**config.mk**
```make
export PLATFORM = sky130hd
export DESIGN_NAME = pipeline_booth_multiplier_param_flat
export DESIGN_NICKNAME = d
export VERILOG_FILES = /design/src/rtl/pipeline_booth_pkg.sv /design/src/rtl/pipeline_booth_multiplier_param_if.sv /design/src/rtl/booth_acc_stage.sv /design/src/rtl/pipeline_booth_multiplier_param.sv /design/src/flat_wrapper.sv
export SDC_FILE = /design/constraint.sdc
export NUM_CORES = 1
export LEC_CHECK = 0
export CORE_MARGIN = 4
export CORE_UTILIZATION = 45
export DETAILED_ROUTE_END_ITERATION = 6
export PLACE_DENSITY = 0.66
export SLEW_MARGIN = 25
export SYNTH_ARGS = -nofsm -noshare
export SYNTH_HDL_FRONTEND = slang
export SYNTH_HIERARCHICAL = 1
export SYNTH_SLANG_ARGS = --single-unit
export TNS_END_PERCENT = 100
```
**constraint.sdc**
```tcl
create_clock -name clk -period 3.7 [get_ports clk]
set_clock_uncertainty 0.15 [all_clocks]
set_input_delay 0.37 -clock clk [delete_from_list [all_inputs] [get_ports clk]]
set_output_delay 0.37 -clock clk [all_outputs]
set_load 0.005 [all_outputs]
```
**src/rtl/pipeline_booth_pkg.sv**
```systemverilog
// Shared definitions for the pipelined radix-4 Booth multiplier:
// Booth digit encoding, 3-bit recoder and pipeline depth helper.
package pipeline_booth_pkg;

  // Radix-4 Booth digit set {-2,-1,0,+1,+2}
  typedef enum logic [2:0] {
    DIG_ZERO = 3'd0,
    DIG_P1   = 3'd1,
    DIG_P2   = 3'd2,
    DIG_M1   = 3'd3,
    DIG_M2   = 3'd4
  } booth_dig_e;

  // Map {b[2j+1], b[2j], b[2j-1]} to a Booth digit
  function automatic booth_dig_e booth_recode(input logic [2:0] trip);
    booth_dig_e dig;
    case (trip)
      3'b001, 3'b010: dig = DIG_P1;
      3'b011:         dig = DIG_P2;
      3'b100:         dig = DIG_M2;
      3'b101, 3'b110: dig = DIG_M1;
      default:        dig = DIG_ZERO;
    endcase
    return dig;
  endfunction

  // Number of Booth digits for a WIDTH-bit operand extended by two bits
  function automatic int unsigned n_dig(input int unsigned width);
    return (width + 2) / 2;
  endfunction

endpackage

```
**src/rtl/pipeline_booth_multiplier_param_if.sv**
```systemverilog
// Operand/result handshake bundle for pipeline_booth_multiplier_param.
//   in_valid/in_ready, a, b, signed_mode : operand side
//   out_valid/out_ready, product         : result side
// master = producer/consumer environment, slave = multiplier.
interface pipeline_booth_multiplier_param_if #(
  parameter int unsigned WIDTH = 8
);
  logic                 in_valid;
  logic                 in_ready;
  logic [WIDTH-1:0]     a;
  logic [WIDTH-1:0]     b;
  logic                 signed_mode;
  logic                 out_valid;
  logic                 out_ready;
  logic [2*WIDTH-1:0]   product;

  modport master (
    output in_valid, a, b, signed_mode, out_ready,
    input  in_ready, out_valid, product
  );

  modport slave (
    input  in_valid, a, b, signed_mode, out_ready,
    output in_ready, out_valid, product
  );
endinterface

```
**src/rtl/booth_acc_stage.sv**
```systemverilog
// One accumulation stage of the Booth pipeline: recodes digit DIG of the
// extended multiplier, adds digit*a << 2*DIG to the running sum and
// registers sum, operands and valid. All registers hold while en=0.
// Ports: clk, rst_n, en, in_* (previous stage), out_* (registered).
module booth_acc_stage
  import pipeline_booth_pkg::*;
#(
  parameter int unsigned WIDTH = 8,
  parameter int unsigned DIG   = 0
) (
  input  logic               clk,
  input  logic               rst_n,
  input  logic               en,
  input  logic               in_valid,
  input  logic [WIDTH+1:0]   in_a,
  input  logic [WIDTH+1:0]   in_b,
  input  logic [2*WIDTH+3:0] in_sum,
  output logic               out_valid,
  output logic [WIDTH+1:0]   out_a,
  output logic [WIDTH+1:0]   out_b,
  output logic [2*WIDTH+3:0] out_sum
);
  localparam int unsigned EW    = WIDTH + 2;
  localparam int unsigned SW    = 2 * WIDTH + 4;
  localparam int unsigned SHIFT = 2 * DIG;

  logic [EW:0]   b_pad_c;
  booth_dig_e    dig_c;
  logic [SW-1:0] a_sx_c;
  logic [SW-1:0] pp_c;
  logic [SW-1:0] pp_sh_c;

  logic          valid_d, valid_q;
  logic [EW-1:0] a_d, a_q;
  logic [EW-1:0] b_d, b_q;
  logic [SW-1:0] sum_d, sum_q;

  // Recode, form the shifted partial product and accumulate
  always_comb begin
    b_pad_c = {in_b, 1'b0};              // appends b[-1] = 0
    dig_c   = booth_recode(b_pad_c[SHIFT+2 -: 3]);
    a_sx_c  = {{(SW-EW){in_a[EW-1]}}, in_a};
    pp_c    = '0;
    case (dig_c)
      DIG_P1:  pp_c = a_sx_c;
      DIG_P2:  pp_c = a_sx_c << 1;
      DIG_M1:  pp_c = -a_sx_c;
      DIG_M2:  pp_c = -(a_sx_c << 1);
      default: pp_c = '0;
    endcase
    pp_sh_c = pp_c << SHIFT;

    valid_d = valid_q;
    a_d     = a_q;
    b_d     = b_q;
    sum_d   = sum_q;
    if (en) begin
      valid_d = in_valid;
      a_d     = in_a;
      b_d     = in_b;
      sum_d   = in_sum + pp_sh_c;
    end
  end

  // Stage registers
  always_ff @(posedge clk or negedge rst_n) begin
    if (!rst_n) begin
      valid_q <= 1'b0;
      a_q     <= '0;
      b_q     <= '0;
      sum_q   <= '0;
    end else begin
      valid_q <= valid_d;
      a_q     <= a_d;
      b_q     <= b_d;
      sum_q   <= sum_d;
    end
  end

  assign out_valid = valid_q;
  assign out_a     = a_q;
  assign out_b     = b_q;
  assign out_sum   = sum_q;
endmodule

```
**src/rtl/pipeline_booth_multiplier_param.sv**
```systemverilog
// Fully pipelined radix-4 Booth multiplier, WIDTH x WIDTH -> 2*WIDTH,
// per-operation signed/unsigned mode, one op per cycle, whole-pipe stall.
// Ports: clk, rst_n (async, active low), bus (slave modport: operand
// handshake in, product handshake out). Latency N_DIG+1 cycles.
module pipeline_booth_multiplier_param
  import pipeline_booth_pkg::*;
#(
  parameter int unsigned WIDTH = 8
) (
  input logic                              clk,
  input logic                              rst_n,
  pipeline_booth_multiplier_param_if.slave bus
);
  localparam int unsigned N_DIG = n_dig(WIDTH);
  localparam int unsigned EW    = WIDTH + 2;
  localparam int unsigned SW    = 2 * WIDTH + 4;

  logic [N_DIG:0]         valid_pipe;
  logic [N_DIG:0][EW-1:0] a_pipe;
  logic [N_DIG:0][EW-1:0] b_pipe;
  logic [N_DIG:0][SW-1:0] sum_pipe;

  logic          stall_c;
  logic          advance_c;
  logic [EW-1:0] a_ext_c;
  logic [EW-1:0] b_ext_c;

  logic          v0_d, v0_q;
  logic [EW-1:0] a0_d, a0_q;
  logic [EW-1:0] b0_d, b0_q;

  // Any held result freezes every stage, bubbles included
  assign stall_c      = valid_pipe[N_DIG] && !bus.out_ready;
  assign advance_c    = !stall_c;
  assign bus.in_ready = advance_c;

  // Stage 0: extend by two bits so unsigned full-range operands stay exact
  always_comb begin
    a_ext_c = bus.signed_mode ? {{2{bus.a[WIDTH-1]}}, bus.a} : {2'b00, bus.a};
    b_ext_c = bus.signed_mode ? {{2{bus.b[WIDTH-1]}}, bus.b} : {2'b00, bus.b};
    v0_d    = v0_q;
    a0_d    = a0_q;
    b0_d    = b0_q;
    if (advance_c) begin
      v0_d = bus.in_valid;
      if (bus.in_valid) begin
        a0_d = a_ext_c;
        b0_d = b_ext_c;
      end
    end
  end

  // Stage 0 registers
  always_ff @(posedge clk or negedge rst_n) begin
    if (!rst_n) begin
      v0_q <= 1'b0;
      a0_q <= '0;
      b0_q <= '0;
    end else begin
      v0_q <= v0_d;
      a0_q <= a0_d;
      b0_q <= b0_d;
    end
  end

  assign valid_pipe[0] = v0_q;
  assign a_pipe[0]     = a0_q;
  assign b_pipe[0]     = b0_q;
  assign sum_pipe[0]   = '0;

  // Accumulation stages 1..N_DIG
  for (genvar k = 0; k < N_DIG; k++) begin : g_stage
    booth_acc_stage #(
      .WIDTH (WIDTH),
      .DIG   (k)
    ) u_stage (
      .clk       (clk),
      .rst_n     (rst_n),
      .en        (advance_c),
      .in_valid  (valid_pipe[k]),
      .in_a      (a_pipe[k]),
      .in_b      (b_pipe[k]),
      .in_sum    (sum_pipe[k]),
      .out_valid (valid_pipe[k+1]),
      .out_a     (a_pipe[k+1]),
      .out_b     (b_pipe[k+1]),
      .out_sum   (sum_pipe[k+1])
    );
  end

  // Low 2*WIDTH bits of the sum are exact in both modes
  assign bus.out_valid = valid_pipe[N_DIG];
  assign bus.product   = sum_pipe[N_DIG][2*WIDTH-1:0];

  // Last-stage operands and guard bits of the sum have no consumer
  logic unused_tail;
  assign unused_tail = ^{a_pipe[N_DIG], b_pipe[N_DIG], sum_pipe[N_DIG][SW-1:2*WIDTH]};
endmodule

```
**src/flat_wrapper.sv**
```systemverilog
// flat-port wrapper written by rule: the top's interface ports become plain ports
module pipeline_booth_multiplier_param_flat import pipeline_booth_pkg::*;
#(
  parameter int unsigned WIDTH = 8
)
  (clk, rst_n, bus_in_valid, bus_a, bus_b, bus_signed_mode, bus_out_ready, bus_in_ready, bus_out_valid, bus_product);
  pipeline_booth_multiplier_param_if #(.WIDTH(WIDTH)) bus_i ();
  input logic clk;
  input logic rst_n;
  input wire logic [$bits(bus_i.in_valid)-1:0] bus_in_valid;
  input wire logic [$bits(bus_i.a)-1:0] bus_a;
  input wire logic [$bits(bus_i.b)-1:0] bus_b;
  input wire logic [$bits(bus_i.signed_mode)-1:0] bus_signed_mode;
  input wire logic [$bits(bus_i.out_ready)-1:0] bus_out_ready;
  output wire logic [$bits(bus_i.in_ready)-1:0] bus_in_ready;
  output wire logic [$bits(bus_i.out_valid)-1:0] bus_out_valid;
  output wire logic [$bits(bus_i.product)-1:0] bus_product;
  assign bus_i.in_valid = bus_in_valid;
  assign bus_i.a = bus_a;
  assign bus_i.b = bus_b;
  assign bus_i.signed_mode = bus_signed_mode;
  assign bus_i.out_ready = bus_out_ready;
  assign bus_in_ready = bus_i.in_ready;
  assign bus_out_valid = bus_i.out_valid;
  assign bus_product = bus_i.product;
  pipeline_booth_multiplier_param #(.WIDTH(WIDTH)) u_core (.clk(clk), .rst_n(rst_n), .bus(bus_i));
endmodule
```
==> load_flow_metrics.sql, run 1 <==
INSERT INTO impl_metrics (metric_group, metric, value, unit) VALUES
('setup_path', 'timing_worst_setup_path_type', 'flop to flop', ''),
('clock_tree', 'clock_tree_from_tritoncts', 'built', ''),
('grt', 'grt_pass1_wl', '44600', 'um'),
('power', 'netSwitchingFraction', '44.83', '%'),
('detailed_routing', 'route.detailed.drc', '0', ''),
('setup_path', 'critPathRequiredTime', '3870', 'ps'),
('min_path', 'min_path_cells', '1', ''),
('grt', 'global_route.usage.total', '18.97', '%'),
('setup_path', 'slowest_stage', 'or4b_4', ''),
('power', 'power_density', '1240', 'nW/um^2'),
('setup_path', 'reg2reg_slack', '100', 'ps'),
('setup_path', 'crit_chain', 'inv_1 > ha_1 > or4b_4 > nor2_2 > xnor2_1 > a22oi_2 > a21oi_2 > ha_4 > a2111oi_1 > o21ai_1 > a31o_1 > a21o_1 > xor2_1 > mux2_2', ''),
('finish', 'sequential_cell_area', '4156', 'um^2'),
('clock_tree', 'max_buffers_root_to_sink', '2', ''),
('clock_tree', 'worst_skew_pair.late_latency', '440', 'ps'),
('grt', 'grt_pass1_vias', '8723', ''),
('setup_path', 'critPathLaunchType', 'flop', ''),
('setup_path', 'critical_path.n_buffers_inverters', '1', ''),
('timing', 'period_minus_slack', '3597', 'ps'),
('detailed_routing', 'drt-vias-per-instance', '5.667', ''),
('clock_tree', 'cts.repair_timing.setup_buffer_count', '0', ''),
('timing', 'timing.slew.headroom', '44.10', '%'),
('place', 'placement.setup.worst_slack', '93.05', 'ps'),
('finish', 'ratio_of_cells_with_drive_above_1_in_the_final_layout', '21.42', '%'),
('finish', 'commonest_non_fill_non_tap_cell_in_the_layout', 'dfrtp_1', ''),
('grt', 'grt_max_degree', '98', ''),
('yosys', 'syn_area', '11670', 'um^2'),
('power', 'seqPwrFrac', '23.4', '%'),
('flow_run', 'drv.max_cap_violation_count', '0', ''),
('setup_path', 'cpLargestDelayFamily', 'compound AO/OA/AOI/OAI gates', ''),
('timing', 'post-route-worst-setup-slack', '103.1', 'ps'),
('timing', 'setup_repair_after_global_routing_missed_its_margin', 'true', ''),
('detailed_routing', 'drtPass1Iterations', '7', ''),
('yosys', 'netlist_instances', '1187', ''),
('detailed_routing', 'antenna_violation_net_count_after_detailed_routing', '0', ''),
('clock_tree', 'h-tree-depth', '4', ''),
('yosys', 'synth_warnings', '6', ''),
('finish', 'areaGrowthSynthToFinish', '12.83', '%'),
('detailed_routing', 'wirelength', '26630', 'um'),
('power', 'static-leakage-power', '5.672', 'nW'),
('power', 'power.clock.fraction', '11.5', '%'),
('finish', 'num_antenna_cells', '0', ''),
('place', 'hpwl', '19660', 'um'),
('place', 'finalWeightedCongestion', '0.9088', ''),
('power', 'power.ir.vdd_worst', '0.0005421', 'V'),
('setup_path', 'path_max_fanout', '5', ''),
('timing', 'fmax', '278.0', 'MHz'),
('setup_path', 'rr_endpoint', 'u_core/g_stage[3].u_stage/out_sum[15]', ''),
('floorplan', 'floorplan.initialDensity', '46.06', '%'),
('min_path', 'timing.hold.worst.start', 'u_core/g_stage[3].u_stage/out_sum[8]', ''),
('floorplan', 'die_x', '169.0', 'um'),
('power', 'combinational_share_of_power', '65.1', '%'),
('place', 'io_buffers', '38', ''),
('finish', 'multiInputGateArea', '7048', 'um^2'),
('finish', 'final_core_util', '51.97', '%'),
('power', 'switching_power', '0.007316', 'W'),
('finish', 'post_layout_instance_area', '13160', 'um^2'),
('clock_tree', 'clock_tree.root_cell', 'clkbuf_16', ''),
('grt', 'antenna_violations_before_repair', '0', ''),
('clock_tree', 'clk_pin_slew', '90', 'ps'),
('timing', 'finalSetupViolCount', '0', ''),
('min_path', 'whs_endpoint', 'u_core/g_stage[3].u_stage/out_sum[8]', ''),
('setup_path', 'crit_path_max_incr_delay', '480', 'ps'),
('power', 'power_report.internal_total', '0.009002', 'W'),
('timing', 'worst-slew-pin-transition', '838.6', 'ps'),
('finish', 'nNetsFinal', '1320', ''),
('clock_tree', 'clock_sinks', '166', ''),
('detailed_routing', 'vias', '8909', ''),
('floorplan', 'num_io_pins', '39', ''),
('outcome', 'outcome', 'completed', ''),
('setup_path', 'crit_start', 'u_core/g_stage[2].u_stage/out_a[0]', '');
## stage by stage
step / instances / setup TNS, ps / hold slack (ps)
3_3_place_gp: 1539 / 0 / 279.5
4_1_cts: 1572 / 0 / 353.7
6_report: 1572 / 0 / 352.8
2_1_floorplan: 1203 / 0 / -75.59
5_1_grt: 1572 / -41.44 / 368.9
3_5_place_dp: 1539 / 0 / 280.8
## worst register-to-register path, stage by stage, from the launching register on
cell and delay (ps):
dfrtp_1 380, inv_1 80, ha_1 160, or4b_4 480, nor2_2 110, xnor2_1 160
a22oi_2 110, a21oi_2 230, ha_4 250, a2111oi_1 400, o21ai_1 160, a31o_1 230
a21o_1 180, xor2_1 130, mux2_2 280
## worst max path at each step
stage	cells after the start	end	slack (ps)
after floorplan	15	u_core/g_stage[2].u_stage/out_sum[14]	230
after global placement	12	u_core/g_stage[2].u_stage/out_sum[14]	200
after detailed placement	14	u_core/g_stage[3].u_stage/out_sum[15]	90
after CTS	14	u_core/g_stage[3].u_stage/out_sum[15]	50
after global routing	14	u_core/g_stage[2].u_stage/out_sum[14]	-40
final	14	u_core/g_stage[3].u_stage/out_sum[15]	100
## sequential cells by signal, summed over array words and instances, names as in the netlist
register	flops
u_core/v0_q	1
u_core/a0_q	9
u_core/b0_q	9
u_core/g_stage.u_stage/out_sum	80
u_core/g_stage.u_stage/out_valid	5
u_core/g_stage.u_stage/out_b	24
u_core/g_stage.u_stage/out_a	38
## power groups by stage
stage / Clock [W] / Combinational, W / Sequential, W
final: 0.00187 / 0.0106 / 0.00382
after global routing: 0.00200 / 0.0118 / 0.00398
after CTS: 0.00192 / 0.0104 / 0.00381
after detailed placement: 0 / 0.0103 / 0.00384
after global placement: 0 / 0.0101 / 0.00382
after floorplan: 0 / 0.00826 / 0.00334
## metal layers
metal  track usage (%)  share of wire (%)
met1             26.39                 47
met2             31.04                 48
met3             2.896                4.1
met4             5.145                1.7
met5                 0                  0
## timing repair
item                                    CTS  global route
hold buffers                              1             0
gates resized for setup                   0            19
hold endpoints to repair                 65             0
endpoints found under the setup margin    0             7
## area by class of cell
cell class                 instances  share of cell area, %
inverter                          45                  1.283
multi-input combinational        917                  53.55
timing repair buffer              82                  5.618
clock inverter                    15                  1.606
sequential                       166                  31.58
tap                              330                  3.137
clock buffer                      17                  3.232
Note: power is estimated with default switching activity, not from simulation.
==> run 2, diff against run 1 <==
Settings changed: RECOVER_POWER set to 50.
==> load_flow_metrics.sql, run 2 (same netlist as run 1, synthesis figures left out) <==
INSERT INTO impl_metrics (metric_group, metric, value, unit) VALUES
('timing', 'finalMaxSlewViolations', '68', ''),
('finish', 'multiInputGateArea', '7048', 'um^2'),
('power', 'static-leakage-power', '5.664', 'nW'),
('setup_path', 'critical_path_stages', '14', ''),
('finish', 'post_layout_instance_area', '13140', 'um^2'),
('clock_tree', 'clock_tree_from_tritoncts', 'built', ''),
('detailed_routing', 'antenna_violation_net_count_after_detailed_routing', '0', ''),
('floorplan', 'floorplan.core_area', '25330', 'um^2'),
('clock_tree', 'h-tree-depth', '4', ''),
('floorplan', 'num_io_pins', '39', ''),
('finish', 'flip_flop_count_of_the_largest_register_after_layout', '80', ''),
('finish', 'n_fill_cell', '2277', ''),
('detailed_routing', 'route.detailed.drc', '0', ''),
('clock_tree', 'max_buffers_root_to_sink', '2', ''),
('timing', 'worst-slew-pin-transition', '1719', 'ps'),
('floorplan', 'core.rowCount', '58', ''),
('power', 'power.ir.vdd_worst', '0.0005414', 'V'),
('min_path', 'min_path_cells', '1', ''),
('grt', 'groute.layer.met1.usage', '26.39', '%'),
('setup_path', 'crit-reg2reg-launch', 'u_core/g_stage[2].u_stage/out_a[0]', ''),
('place', 'dpl_cell_area', '12460', 'um^2'),
('floorplan', 'die_height', '169.0', 'um'),
('clock_tree', 'clk_pin_slew', '80', 'ps'),
('grt', 'global_route.usage.total', '18.97', '%'),
('detailed_routing', 'wl_per_cell', '16.98', 'um'),
('timing', 'post-route-period-util', '97.55', '%'),
('setup_path', 'critPathRequiredTime', '3880', 'ps'),
('grt', 'grt_max_degree', '98', ''),
('grt', 'global_route.peak_usage_layer', 'met2', ''),
('grt', 'grt.met3_usage', '2.896', '%'),
('clock_tree', 'cts-buffers-inserted', '17', ''),
('setup_path', 'reg2reg_slack', '90', 'ps'),
('setup_path', 'crit_start', 'u_core/g_stage[2].u_stage/out_a[0]', ''),
('timing', 'fmax', '277.1', 'MHz'),
('setup_path', 'critical_path.endpoint_type', 'flop', ''),
('setup_path', 'rr_endpoint', 'u_core/g_stage[3].u_stage/out_sum[15]', ''),
('timing', 'period_minus_slack', '3609', 'ps'),
('detailed_routing', 'vias', '8917', ''),
('finish', 'commonest_non_fill_non_tap_cell_in_the_layout', 'dfrtp_1', ''),
('floorplan', 'die_x', '169.0', 'um'),
('clock_tree', 'clock_tree.root_cell', 'clkbuf_16', ''),
('timing', 'hold_viol', '0', ''),
('min_path', 'tightest_hold_check_type', 'flop to flop', ''),
('grt', 'grt_pass1_vias', '8723', ''),
('flow_run', 'drv.max_cap_violation_count', '1', ''),
('floorplan', 'floorplan.die_area', '28560', 'um^2'),
('finish', 'areaGrowthSynthToFinish', '12.65', '%'),
('outcome', 'outcome', 'finished with violations', ''),
('detailed_routing', 'drtPass1Iterations', '7', ''),
('setup_path', 'cpLargestDelayFamily', 'compound AO/OA/AOI/OAI gates', ''),
('setup_path', 'timing_worst_setup_path_type', 'flop to flop', ''),
('detailed_routing', 'drt_iter0_drc', '617', ''),
('finish', 'ratio_of_cells_with_drive_above_1_in_the_final_layout', '21.42', '%'),
('detailed_routing', 'wirelength', '26700', 'um'),
('clock_tree', 'clock_sinks', '166', ''),
('place', 'io_buffers', '38', ''),
('timing', 'finalSetupViolCount', '0', ''),
('detailed_routing', 'drt-vias-per-instance', '5.672', ''),
('clock_tree', 'worst_skew_pair.late_latency', '440', 'ps'),
('setup_path', 'slowest_stage', 'or4b_4', ''),
('setup_path', 'critical_path.endpoint', 'u_core/g_stage[3].u_stage/out_sum[15]', ''),
('setup_path', 'path_max_fanout', '5', ''),
('finish', 'most-common-layout-cells', 'dfrtp_1 (164), mux2_2 (133), nand2_1 (92), nor2_1 (78)', ''),
('grt', 'met2_demand_to_capacity_share_in_global_routing', '31.04', '%'),
('floorplan', 'floorplan.initialDensity', '46.06', '%'),
('finish', 'sequential_cell_area', '4156', 'um^2'),
('setup_path', 'depth_of_the_worst_register_to_register_path', '14', ''),
('setup_path', 'crit_path_max_incr_delay', '480', 'ps'),
('power', 'power_density', '1241', 'nW/um^2'),
('grt', 'antenna_violations_before_repair', '0', ''),
('clock_tree', 'cts.repair_timing.setup_buffer_count', '0', ''),
('finish', 'nNetsFinal', '1320', ''),
('grt', 'grt_pass1_wl', '44600', 'um'),
('setup_path', 'critical_path_arrival', '3790', 'ps'),
('finish', 'num_antenna_cells', '0', ''),
('timing', 'holdWs', '352.5', 'ps'),
('outcome', 'violations', 'max-capacitance violations, max-slew violations', ''),
('setup_path', 'crit_chain', 'inv_1 > ha_1 > or4b_4 > nor2_2 > xnor2_1 > a22oi_2 > a21oi_2 > ha_4 > a2111oi_1 > o21ai_1 > a31o_1 > a21o_1 > xor2_1 > mux2_2', ''),
('place', 'finalWeightedCongestion', '0.9088', ''),
('grt', 'grt.overflow.total', '0', ''),
('place', 'hpwl', '19660', 'um'),
('timing', 'setup_repair_after_global_routing_missed_its_margin', 'true', ''),
('setup_path', 'critical_path.n_buffers_inverters', '1', ''),
('timing', 'timing.slew.headroom', '-14.62', '%'),
('setup_path', 'critPathLaunchType', 'flop', '');
==> run 2: cell types whose count changed in the layout (fill, tap and decap cells not counted), sizes merged <==
cell    before  now
clkbuf      17   20
buf         44   41
==> run 2: layout make-up <==
| type | instances | share of cell area (%) |
|---|---|---|
| well taps | 330 | 3.142 |
| flip-flops and latches | 166 | 31.63 |
| inverters | 45 | 1.285 |
| multi-input cells | 917 | 53.63 |
| repair buffers | 82 | 5.465 |
| clock inverters | 15 | 1.609 |
| clock buffers | 17 | 3.237 |
==> run 2: where the power goes <==
group / total, W / switching, W / internal, W
Clock: 0.00188 / 0.000932 / 0.000944
Sequential: 0.00381 / 0.00104 / 0.00278
Combinational: 0.0106 / 0.00534 / 0.00528
Total: 0.0163 / 0.00731 / 0.00900
==> run 2: worst min-delay path by stage <==
| stage | slack [ps] | from | end |
|---|---|---|---|
| 6_report | 350 | u_core/g_stage[0].u_stage/out_b[9] | u_core/g_stage[1].u_stage/out_b[9] |
| 5_1_grt | 370 | u_core/g_stage[3].u_stage/out_sum[4] | u_core/g_stage[3].u_stage/out_sum[4] |
| 4_1_cts | 350 | u_core/g_stage[0].u_stage/out_b[9] | u_core/g_stage[1].u_stage/out_b[9] |
| 3_5_place_dp | 280 | rst_n | u_core/g_stage[1].u_stage/out_sum[11] |
| 3_3_place_gp | 280 | rst_n | u_core/g_stage[2].u_stage/out_sum[15] |
| 2_1_floorplan | -80 | rst_n | u_core/a0_q[0] |
==> run 2: metal layers <==
metal / routed length, um / up-vias / share of wire, %
li1: - / 4355 / -
met1: 12410 / 4337 / 46
met2: 12750 / 193 / 48
met3: 1093 / 32 / 4.1
met4: 446 / 0 / 1.7
met5: 0 / - / 0
==> run 2: metrics by stage <==
step / power, W / setup slack [ps] / instances / util (%) / TNS, ps
4_1_cts: 0.01608 / 49.93 / 1572 / 51.75 / 0
3_3_place_gp: 0.01392 / 196.7 / 1539 / 49.20 / 0
2_1_floorplan: 0.01160 / 225.1 / 1203 / - / 0
3_5_place_dp: 0.01410 / 93.05 / 1539 / 49.20 / 0
5_1_grt: 0.01779 / -41.44 / 1572 / 51.89 / -41.44
6_report: 0.01631 / 90.56 / 1572 / 51.89 / 0
==> run 2: what timing repair did <==
action                                 CTS  global route
setup endpoints to repair                0             7
resized for setup                        0            19
endpoints found under the hold margin   65             0
hold buffers                             1             0
